==> src/rtl/credit_tx_if.sv <==
// credit_tx_if: upstream valid/ready stream, downstream valid-only credit link and status
interface credit_tx_if #(
    parameter int DATA_WIDTH = 8,
    parameter int CREDIT_MAX = 4
);
    localparam int CNT_W = $clog2(CREDIT_MAX + 1);
    logic [DATA_WIDTH-1:0] bwd_data;
    logic                  bwd_valid;
    logic                  bwd_ready;
    logic [DATA_WIDTH-1:0] fwd_data;
    logic                  fwd_valid;
    logic                  fwd_credit;
    logic [CNT_W-1:0]      credit_cnt;
    logic                  idle;
    logic                  err;
    modport master (
        input  bwd_data, bwd_valid, fwd_credit,
        output bwd_ready, fwd_data, fwd_valid, credit_cnt, idle, err
    );
    modport slave (
        output bwd_data, bwd_valid, fwd_credit,
        input  bwd_ready, fwd_data, fwd_valid, credit_cnt, idle, err
    );
endinterface

==> src/rtl/credit_tx.sv <==
// credit_tx: credit-based link transmitter; ready decoded from the credit register only
module credit_tx #(
    parameter int DATA_WIDTH  = 8,
    parameter int CREDIT_MAX  = 4,
    parameter int INIT_CREDIT = 4
) (
    input logic        clk,
    input logic        rst,
    credit_tx_if.master link
);
    localparam int CNT_W = $clog2(CREDIT_MAX + 1);
    localparam logic [CNT_W-1:0] MAX_C  = CNT_W'(CREDIT_MAX);
    localparam logic [CNT_W-1:0] INIT_C = CNT_W'(INIT_CREDIT);
    logic [CNT_W-1:0]      cnt;
    logic [CNT_W-1:0]      cnt_next;
    logic [DATA_WIDTH-1:0] data_q;
    logic                  valid_q;
    logic                  err_q;
    logic                  ready;
    logic                  hsk;
    logic                  ovf;
    assign ready = cnt != '0;
    assign hsk   = link.bwd_valid & ready;
    always_comb begin
        ovf      = link.fwd_credit & ~hsk & (cnt == MAX_C);
        cnt_next = ovf ? cnt : cnt + CNT_W'(link.fwd_credit) - CNT_W'(hsk);
    end
    always_ff @(posedge clk) begin
        if (rst) begin
            cnt     <= INIT_C;
            valid_q <= 1'b0;
            err_q   <= 1'b0;
        end else begin
            cnt     <= cnt_next;
            valid_q <= hsk;
            err_q   <= err_q | ovf;
        end
    end
    // payload is don't-care while valid is low, so it carries no reset
    always_ff @(posedge clk) begin
        if (hsk) data_q <= link.bwd_data;
    end
    assign link.bwd_ready  = ready;
    assign link.fwd_data   = data_q;
    assign link.fwd_valid  = valid_q;
    assign link.credit_cnt = cnt;
    assign link.idle       = (cnt == MAX_C) & ~valid_q;
    assign link.err        = err_q;
endmodule

==> src/flat_wrapper.sv <==
// flat-port wrapper written by rule: the top's interface ports become plain ports
module credit_tx_flat 
#(
    parameter int DATA_WIDTH  = 8,
    parameter int CREDIT_MAX  = 4,
    parameter int INIT_CREDIT = 4
)
  (clk, rst, link_bwd_data, link_bwd_valid, link_fwd_credit, link_bwd_ready, link_fwd_data, link_fwd_valid, link_credit_cnt, link_idle, link_err);
  credit_tx_if #(.DATA_WIDTH(DATA_WIDTH), .CREDIT_MAX(CREDIT_MAX)) link_i ();
  input logic clk;
  input logic rst;
  input wire logic [$bits(link_i.bwd_data)-1:0] link_bwd_data;
  input wire logic [$bits(link_i.bwd_valid)-1:0] link_bwd_valid;
  input wire logic [$bits(link_i.fwd_credit)-1:0] link_fwd_credit;
  output wire logic [$bits(link_i.bwd_ready)-1:0] link_bwd_ready;
  output wire logic [$bits(link_i.fwd_data)-1:0] link_fwd_data;
  output wire logic [$bits(link_i.fwd_valid)-1:0] link_fwd_valid;
  output wire logic [$bits(link_i.credit_cnt)-1:0] link_credit_cnt;
  output wire logic [$bits(link_i.idle)-1:0] link_idle;
  output wire logic [$bits(link_i.err)-1:0] link_err;
  assign link_i.bwd_data = link_bwd_data;
  assign link_i.bwd_valid = link_bwd_valid;
  assign link_i.fwd_credit = link_fwd_credit;
  assign link_bwd_ready = link_i.bwd_ready;
  assign link_fwd_data = link_i.fwd_data;
  assign link_fwd_valid = link_i.fwd_valid;
  assign link_credit_cnt = link_i.credit_cnt;
  assign link_idle = link_i.idle;
  assign link_err = link_i.err;
  credit_tx #(.DATA_WIDTH(DATA_WIDTH), .CREDIT_MAX(CREDIT_MAX), .INIT_CREDIT(INIT_CREDIT)) u_core (.clk(clk), .rst(rst), .link(link_i));
endmodule
==> config.mk <==
export PLATFORM = sky130hd
export DESIGN_NAME = credit_tx_flat
export DESIGN_NICKNAME = d
export VERILOG_FILES = /design/src/rtl/credit_tx_if.sv /design/src/rtl/credit_tx.sv /design/src/flat_wrapper.sv
export SDC_FILE = /design/constraint.sdc
export NUM_CORES = 1
export LEC_CHECK = 0
export CAP_MARGIN = 0
export CELL_PAD_IN_SITES_DETAIL_PLACEMENT = 0
export CELL_PAD_IN_SITES_GLOBAL_PLACEMENT = 1
export CORE_UTILIZATION = 27
export DETAILED_ROUTE_END_ITERATION = 10
export PLACE_DENSITY_LB_ADDON = 0.15
export SYNTH_ARGS = -nofsm -noshare
export SYNTH_HDL_FRONTEND = slang
export SYNTH_SLANG_ARGS = --single-unit
==> constraint.sdc <==
create_clock -name clk -period 2.55 [get_ports clk]
set_input_delay 0.3825 -clock clk [delete_from_list [all_inputs] [get_ports clk]]
set_output_delay 0.3825 -clock clk [all_outputs]
set_load 0.01 [all_outputs]
After elaboration in Yosys (flattened, before gate mapping)
Index checks and enable logic that the tools add are counted.
Word-level totals
  register bits after elaboration: 13
  output and inout port bits: 15
  word-level logic and storage cells: 15
  input bits: 12
Operators by class
  eq/ne operators: 1
  bitwise gates (word level): 7
  reductions and logical operators: 1
  add/subtract/negate cells: 2
Operators with widths (count)
  1-bit bitwise AND: 4
  3-bit by 1-bit adder with 3-bit output: 1
  3-bit == test, second input constant: 1
  3-bit nonzero test: 1
  3-bit by 1-bit subtractor with 3-bit output: 1
  1-bit inverter: 2
  1-bit OR: 1

Longest topological paths before layout
Gate-level depths: netlist of run 1.
  depth after elaboration: 6
  mapped depth: 10
  mapped depth without buffers: 10

Worst setup path before layout of run 1
OpenSTA, ideal clock, no wires.
  kind: flip-flop to flip-flop
  from: register u_core.cnt[1] (netlist: u_core.link.credit_cnt[1])
  to: register u_core.cnt[2] (netlist: u_core.link.credit_cnt[2])
  arrival: 2161 ps
  library setup time: 124 ps
  path buffers: 0
  slack: 264 ps
  cell stages (with the launch flop): 11
  data required time: 2426 ps
  clock period less this slack: 2286 ps
  cells stage by stage: dfxtp_1 or3_4 and2_4 ha_1 inv_1 ha_1 inv_1 fa_1 xor2_1 xnor2_1 nand2_1
Between the ends
  longest elaborated chain between the ends: 5
  elaborated cells between the ends (all ways): 8
  classes of those cells: add/sub: 2; eq/ne: 1; bitwise: 4; reduce/logical: 1
RTL lines
  from (decl): line credit_tx.sv:14  | logic [CNT_W-1:0] cnt;
  from (signal assigned): line credit_tx.sv:34  | cnt <= cnt_next;
  3-bit nonzero test *: line credit_tx.sv:22  | assign ready = cnt != '0;
  named net link_bwd_ready: line flat_wrapper.sv:15  | output wire logic [$bits(link_i.bwd_ready)-1:0] link_bwd_ready;
  1-bit bitwise AND *: line credit_tx.sv:23  | assign hsk = link.bwd_valid & ready;
  named net u_core.hsk: line credit_tx.sv:20  | logic hsk;
  parallel branches: the longest is 3 deep, another holds 3-bit by 1-bit subtractor with 3-bit output
Mark *: on every way through the listed nets, which the timed path passes.
A chain may end at the register's enable or synchronous reset.

Worst setup path in the final report of run 1
  from: register u_core.cnt[0] (netlist: u_core.link.credit_cnt[0])
  to: register u_core.cnt[2] (netlist: u_core.link.credit_cnt[2])
Between the ends
  longest elaborated chain between the ends: 5
  elaborated cells between the ends (all ways): 8
  classes of those cells: add/sub: 2; eq/ne: 1; bitwise: 4; reduce/logical: 1
RTL lines (line)
  3-bit nonzero test *: credit_tx.sv:22
  1-bit bitwise AND *: credit_tx.sv:23
  named net u_core.hsk: credit_tx.sv:20
  parallel branches: the longest is 3 deep, another holds 3-bit by 1-bit subtractor with 3-bit output
Marks and branches as above.

==> metrics.md, run 1 <==
| Metric | Value |
|---|---|
| Cts bufs inserted | 3 |
| Final wirelength | 890 microns |
| CP Class | flip-flop to flip-flop |
| # H-tree levels | 1 |
| # port buffers | 26 |
| EDFF count, synth | 8 |
| Tot GR Track Use | 9.648% |
| Primary FF master, synth | edfxtp_1 |
| Fin. Hold Viols | 0 |
| DR pass1 iterations | 2 |
| Diode count | 0 |
| PwrDens | 873.7 nW/um^2 |
| Chip height | 45.06 microns |
| Final slew viol count | 0 |
| Synthesis-to-layout area growth | 68.00% |
| Global-route wire length before repair | 1297 microns |
| I/O pin count | 27 |
| Count leader, synth | edfxtp_1 |
| Clk slew on worst S/H paths | 0.08 ns |
| DP HPWL | 720.6 microns |
| Fill cells | 166 |
| Final ANT Viol Nets | 0 |
| Internal power | 0.5178 mW |
| Relative slew slack | 82.30% |
| Total core area | 1727 sq um |
| Setup crit start kind | flip-flop |
| Switch Pwr | 0.2168 mW |
| Worst-skew pair later-pin latency | 0.27 ns |
| Critical-path maximum fanout | 4 |
| Worst hold slack | 0.4910 ns |
| Clk buf depth | 2 |
| Peak supply drop | 0.0004089 V |
| Total global routing overflow | 0 |
| LEAKAGE | 0.3265 nW |
| CTS tree | done |
| Part of the power in combinational logic | 43.9% |
| Post-layout util | 48.70% |
| Seq/Total Area, Yosys | 68.00% |
| Top post-synthesis cells by count | edfxtp_1, dfxtp_1, inv_1 |
| DRT iter0 DRCs | 2 |
| Sw frac | 29.52% |
| Fin Setup TNS | 0 ns |
| Crit path time final | 2.242 ns |
| Ratio of cells with drive above 1 in the final layout | 13.43% |
| Routability-driven placement congestion ratio | 0.6583 |
| CP required | 2.71 ns |
| Root Driver | clkbuf_4 |
| Warnings, synthesis | 0 |
| Post-CTS Setup Bufs | 0 |
| Via density | 3.913 |
| Vias in the first global route | 299 |
| Area contributors post-synth | edfxtp_1, dfxtp_1, ha_1 |
| Sequential power share | 39.0% |
| Final setup viols | 0 |
| Nets@finish | 83 |
| FMAX | 446.0 MHz |
| Max cap viols | 0 |
| CTS sink count | 13 |
| Period utilisation layout | 87.92% |
| Crit. End Element | flip-flop |
| DRC viols | 0 |
| Synth area leader | edfxtp_1 |
| FP Rows | 15 |
| Die width | 45.06 microns |
| Routed WL per cell | 9.674 microns |
| Gates resized, CTS repair | 0 |
| Area of the multi-input gates | 145.1 sq um |
| Antenna violations before repair | 0 |
| Yosys reg bits | 13 |
| Starting Density | 28.99% |
| Mapped Avg Cell Area | 14.72 sq um |
| RSZ-0062 raised after global routing | false |
| Async set-or-reset flop fraction in the synthesized netlist | 0% |
| Netlist Area Pre-Place | 500.5 sq um |
| Total Power | 0.7346 mW |
| Die Footprint | 2030 sq um |
| Synth unique cells | 15 |
| Largest net degree at the start of global routing | 10 |
| Clock power frac | 17.1% |
| Least-Margin Pin Slew | 0.2621 ns |
| CP Data Arrival Time | 2.40 ns |
| Clock skew | 0.0007640 ns |
| Min-delay worst type | flip-flop to flip-flop |
| Status | finished, final reports clean |
| Sequential cell area | 340.3 sq um |
| Syn nets | 49 |
| Post-Syn Instances | 34 |
| Total number of vias | 360 |
| Hold_buf cts | 0 |
| Top-area cell type share of the netlist area | 48.00% |
worst max-delay path: stages (launching register included):
cell	delay [ns]
dfxtp_1	0.35
or3_4	0.40
and2_4	0.17
ha_1	0.26
inv_1	0.06
ha_1	0.13
inv_1	0.04
fa_1	0.36
xor2_1	0.17
xnor2_1	0.14
nand2_1	0.06
power by group through the flow:
stage,sequential (mW),combinational (mW),clock [mW]
CTS,0.287,0.329,0.132
floorplan,0.323,0.128,0
finish,0.287,0.323,0.125
detailed placement,0.292,0.328,0
global route,0.291,0.356,0.145
global placement,0.292,0.329,0
layer usage:
metal	part of all wire, %	wire [microns]	up-vias	GRT usage [%]
met3	8.8	78	0	4.000
met5	0	0	-	0
met1	44	394	160	11.84
li1	-	-	182	-
met2	47	417	18	13.33
met4	0	0	0	7.273
registers in the layout (all words and copies together), names as in the netlist:
| name | flops |
|---|---|
| u_core.link.credit_cnt | 3 |
| u_core.link.err | 1 |
| u_core.link.fwd_data | 8 |
| u_core.link.fwd_valid | 1 |
cell usage in the layout (no fill, tap or decap):
cell	netlist	layout
clkbuf_1	0	1
a41oi_1	2	2
inv_1	4	4
xor2_1	1	1
or3_4	1	1
nor2_1	3	3
fa_1	1	1
clkdlybuf4s50_1	0	26
xnor2_1	1	1
dfxtp_1	5	5
clkbuf_4	0	3
nor2b_1	1	1
and2_1	1	1
buf_4	0	3
and2_4	1	1
nor2b_4	1	1
nand2_1	2	2
ha_1	2	2
edfxtp_1	8	8
kinds of logic after synthesis:
| logic type | count (synthesis) | synth area share (%) |
|---|---|---|
| XOR/XNOR | 2 | 3.501 |
| flip-flops | 13 | 68.00 |
| AND/OR/NAND/NOR | 10 | 13.00 |
| adder cells (fa/ha/maj) | 3 | 8.999 |
| buffers and inverters | 4 | 2.999 |
| AO/OA/AOI/OAI | 2 | 3.501 |
path summary, 6_finish.rpt:
| path | start | to | slack (ns) | cells after the start |
|---|---|---|---|---|
| hold reg to reg | u_core.link.err | u_core.link.err | 0.49 | 2 |
| setup reg to reg | u_core.link.credit_cnt[0] | u_core.link.credit_cnt[2] | 0.31 | 10 |
| hold / removal | u_core.link.err | u_core.link.err | 0.49 | 2 |
| setup / recovery | u_core.link.credit_cnt[0] | u_core.link.credit_cnt[2] | 0.31 | 10 |
final cells by class:
cell class	count	share of cell area, %
inverters	4	1.786
flip-flops and latches	13	40.48
multi-input cells	17	17.26
clock buffers	4	3.125
well taps	25	3.720
repair buffers	29	33.63
metrics by stage:
step / std cells / setup slack [ns] / instance area [sq um]
6_report: 92 / 0.3080 / 840.8
5_1_grt: 92 / 0.1834 / 840.8
4_1_cts: 92 / 0.2882 / 840.8
3_5_place_dp: 88 / 0.2412 / 814.5
3_3_place_gp: 88 / 0.2359 / 814.5
2_1_floorplan: 34 / 0.2644 / 500.5
No activity file was read; power rests on OpenSTA's default activity.
==> run 2, diff against run 1 <==
GPL_TIMING_DRIVEN = 0   (was not set)
==> run 2 against run 1 <==
Compared with the run above:
- clock skew is 0.00096 ns higher
- register-to-register slack worse by 0.08 ns
- clock-buffer cell count stayed put
- sequential power is 6% higher
- hold slack worse by 0.0066 ns
- cell count is 3.3% lower
- critical path depth stayed put
- critical path type unchanged
- critical endpoint unchanged
- sequential cell count stayed put
- combinational power is 13% lower
- maximum frequency is 3.6% lower
- first-iteration DRC count is 100% lower
- via count is 0.83% lower
==> metrics.md, run 2 (synthesis gave the netlist of run 1 again) <==
| Metric | Value |
|---|---|
| DRC viols | 0 (unchanged) |
| Fill cells | 183 (+10%) |
| Clock skew | 0.001721 ns (+0.0009575 ns) |
| Total global routing overflow | 0 (unchanged) |
| FP Rows | 15 (unchanged) |
| Min-delay worst type | flip-flop to flip-flop |
| Final ANT Viol Nets | 0 (unchanged) |
| Global-route wire length before repair | 1304 microns (+0.54%) |
| CP Class | flip-flop to flip-flop |
| CP required | 2.70 ns (about the same) |
| Tot GR Track Use | 9.781% (+0.13 points) |
| Period utilisation layout | 91.16% (+3.2 points) |
| Total number of vias | 357 (-0.83%) |
| FMAX | 430.2 MHz (-3.6%) |
| Crit path time final | 2.325 ns (+0.08261 ns) |
| Cell count after placement | 85 (-3.4%) |
| DRT iter0 DRCs | 0 (-2) |
| Gates resized, CTS repair | 0 (unchanged) |
| # H-tree levels | 1 (unchanged) |
| Worst slack, placed | 0.08935 ns (-0.1519 ns) |
| Crit. End Element | flip-flop |
| CP Data Arrival Time | 2.47 ns (+0.07 ns) |
| LEAKAGE | 0.3120 nW (-4.4%) |
| PwrDens | 864.8 nW/um^2 (-1.0%) |
| Relative slew slack | 79.09% (-3.2 points) |
| Total core area | 1727 sq um (unchanged) |
| Clk slew on worst S/H paths | 0.08 ns (about the same) |
| Post-CTS Setup Bufs | 0 (unchanged) |
| Worst-skew pair later-pin latency | 0.26 ns (about the same) |
| Final slew viol count | 0 (unchanged) |
| Final wirelength | 866 microns (-2.7%) |
| Final setup viols | 0 (unchanged) |
| CTS sink count | 13 (unchanged) |
| Cts bufs inserted | 3 (unchanged) |
| Routed WL per cell | 9.730 microns (+0.58%) |
| Chip height | 45.06 microns (unchanged) |
| Status | finished, final reports clean |
| Hold_buf cts | 0 (unchanged) |
| Leading cell type in the layout, fill and taps excluded | clkdlybuf4s50_1 |
| Post-layout util | 47.39% (-1.3 points) |
| Via density | 4.011 (+2.5%) |
| Least-Margin Pin Slew | 0.3095 ns (+0.04743 ns) |
| Starting Density | 28.99% (unchanged) |
| Die width | 45.06 microns (unchanged) |
| Antenna violations before repair | 0 (unchanged) |
| Routability-driven placement congestion ratio | 0.6379 (-3.1%) |
| Clk buf depth | 2 (unchanged) |
| Die Footprint | 2030 sq um (unchanged) |
| Critical-path maximum fanout | 10 (+6) |
| Fin Setup TNS | 0 ns (unchanged) |
| Max cap viols | 0 (unchanged) |
| Root Driver | clkbuf_4 |
| Setup crit start kind | flip-flop |
| Most frequent cells in the layout | clkdlybuf4s50_1, edfxtp_1, dfxtp_1 |
| RSZ-0062 raised after global routing | false |
| CTS tree | done |
| Ratio of cells with drive above 1 in the final layout | 9.375% (-4.1 points) |
| Largest net degree at the start of global routing | 11 (+1) |
| Fin. Hold Viols | 0 (unchanged) |
| Max FFs per register | 8 (unchanged) |
| DR pass1 iterations | 1 (-1) |
| Nets@finish | 80 (-3.6%) |
| Peak supply drop | 0.0003667 V (-10%) |
| DP HPWL | 668.2 microns (-7.3%) |
| Vias in the first global route | 292 (-2.3%) |
| Total Power | 0.7077 mW (-3.7%) |
| I/O pin count | 27 (unchanged) |
| Diode count | 0 (unchanged) |
| Post-route insts no fill | 89 (-3.3%) |
| Worst setup margin | 0.2254 ns (-0.08261 ns) |
| # port buffers | 26 (unchanged) |
| Synthesis-to-layout area growth | 63.50% |
-- run 2: cell count changes in the layout (fill, tap and decap cells not counted), sizes merged --
cell and delta:
buf -3
-- run 2: critical path: stages (launching register included) --
cell,delay [ns]
dfxtp_1,0.38
or3_4,0.39
and2_4,0.21
ha_1,0.27
inv_1,0.05
ha_1,0.13
inv_1,0.04
fa_1,0.37
xor2_1,0.17
xnor2_1,0.13
nand2_1,0.06
-- run 2: final timing paths --
path,end,start,slack (ns),depth (start not counted)
hold reg to reg,u_core.link.err,u_core.link.err,0.48,2
setup reg to reg,u_core.link.credit_cnt[2],u_core.link.credit_cnt[1],0.23,10
hold / removal,u_core.link.err,u_core.link.err,0.48,2
setup / recovery,u_core.link.credit_cnt[2],u_core.link.credit_cnt[1],0.23,10
-- run 2: power by group --
part	switching (mW)	internal (mW)	total, mW	leakage [nW]
clock network	0.0616	0.0604	0.122	0.0150
registers	0.0351	0.269	0.304	0.119
logic	0.113	0.169	0.282	0.178
total	0.210	0.498	0.708	0.312
-- run 2: metrics by stage --
step / hold WS (ns) / instance area (sq um)
CTS: 0.4962 / 818.3
floorplan: 0.4468 / 500.5
global placement: 0.4616 / 792.0
global route: 0.5446 / 818.3
finish: 0.4843 / 818.3
detailed placement: 0.4730 / 792.0
-- run 2: cell type report --
class | instances | area (sq um) | share of cell area (%)
Tap cell | 25 | 31.28 | 3.823
Multi-Input combinational cell | 17 | 145.1 | 17.74
Sequential cell | 13 | 340.3 | 41.59
Clock buffer | 4 | 26.28 | 3.211
Inverter | 4 | 15.01 | 1.835
Timing Repair Buffer | 26 | 260.3 | 31.80
-- run 2: routing by layer --
metal  vias to the layer above  global-route usage [%]  part of all wire, %  wire [microns]
met4                         0                   7.273                  1.7              15
met1                       161                   11.51                   45             389
met3                         2                   4.000                  7.6              66
met2                        18                   14.20                   45             394
li1                        176                       -                    -               -
met5                         -                       0                    0               0
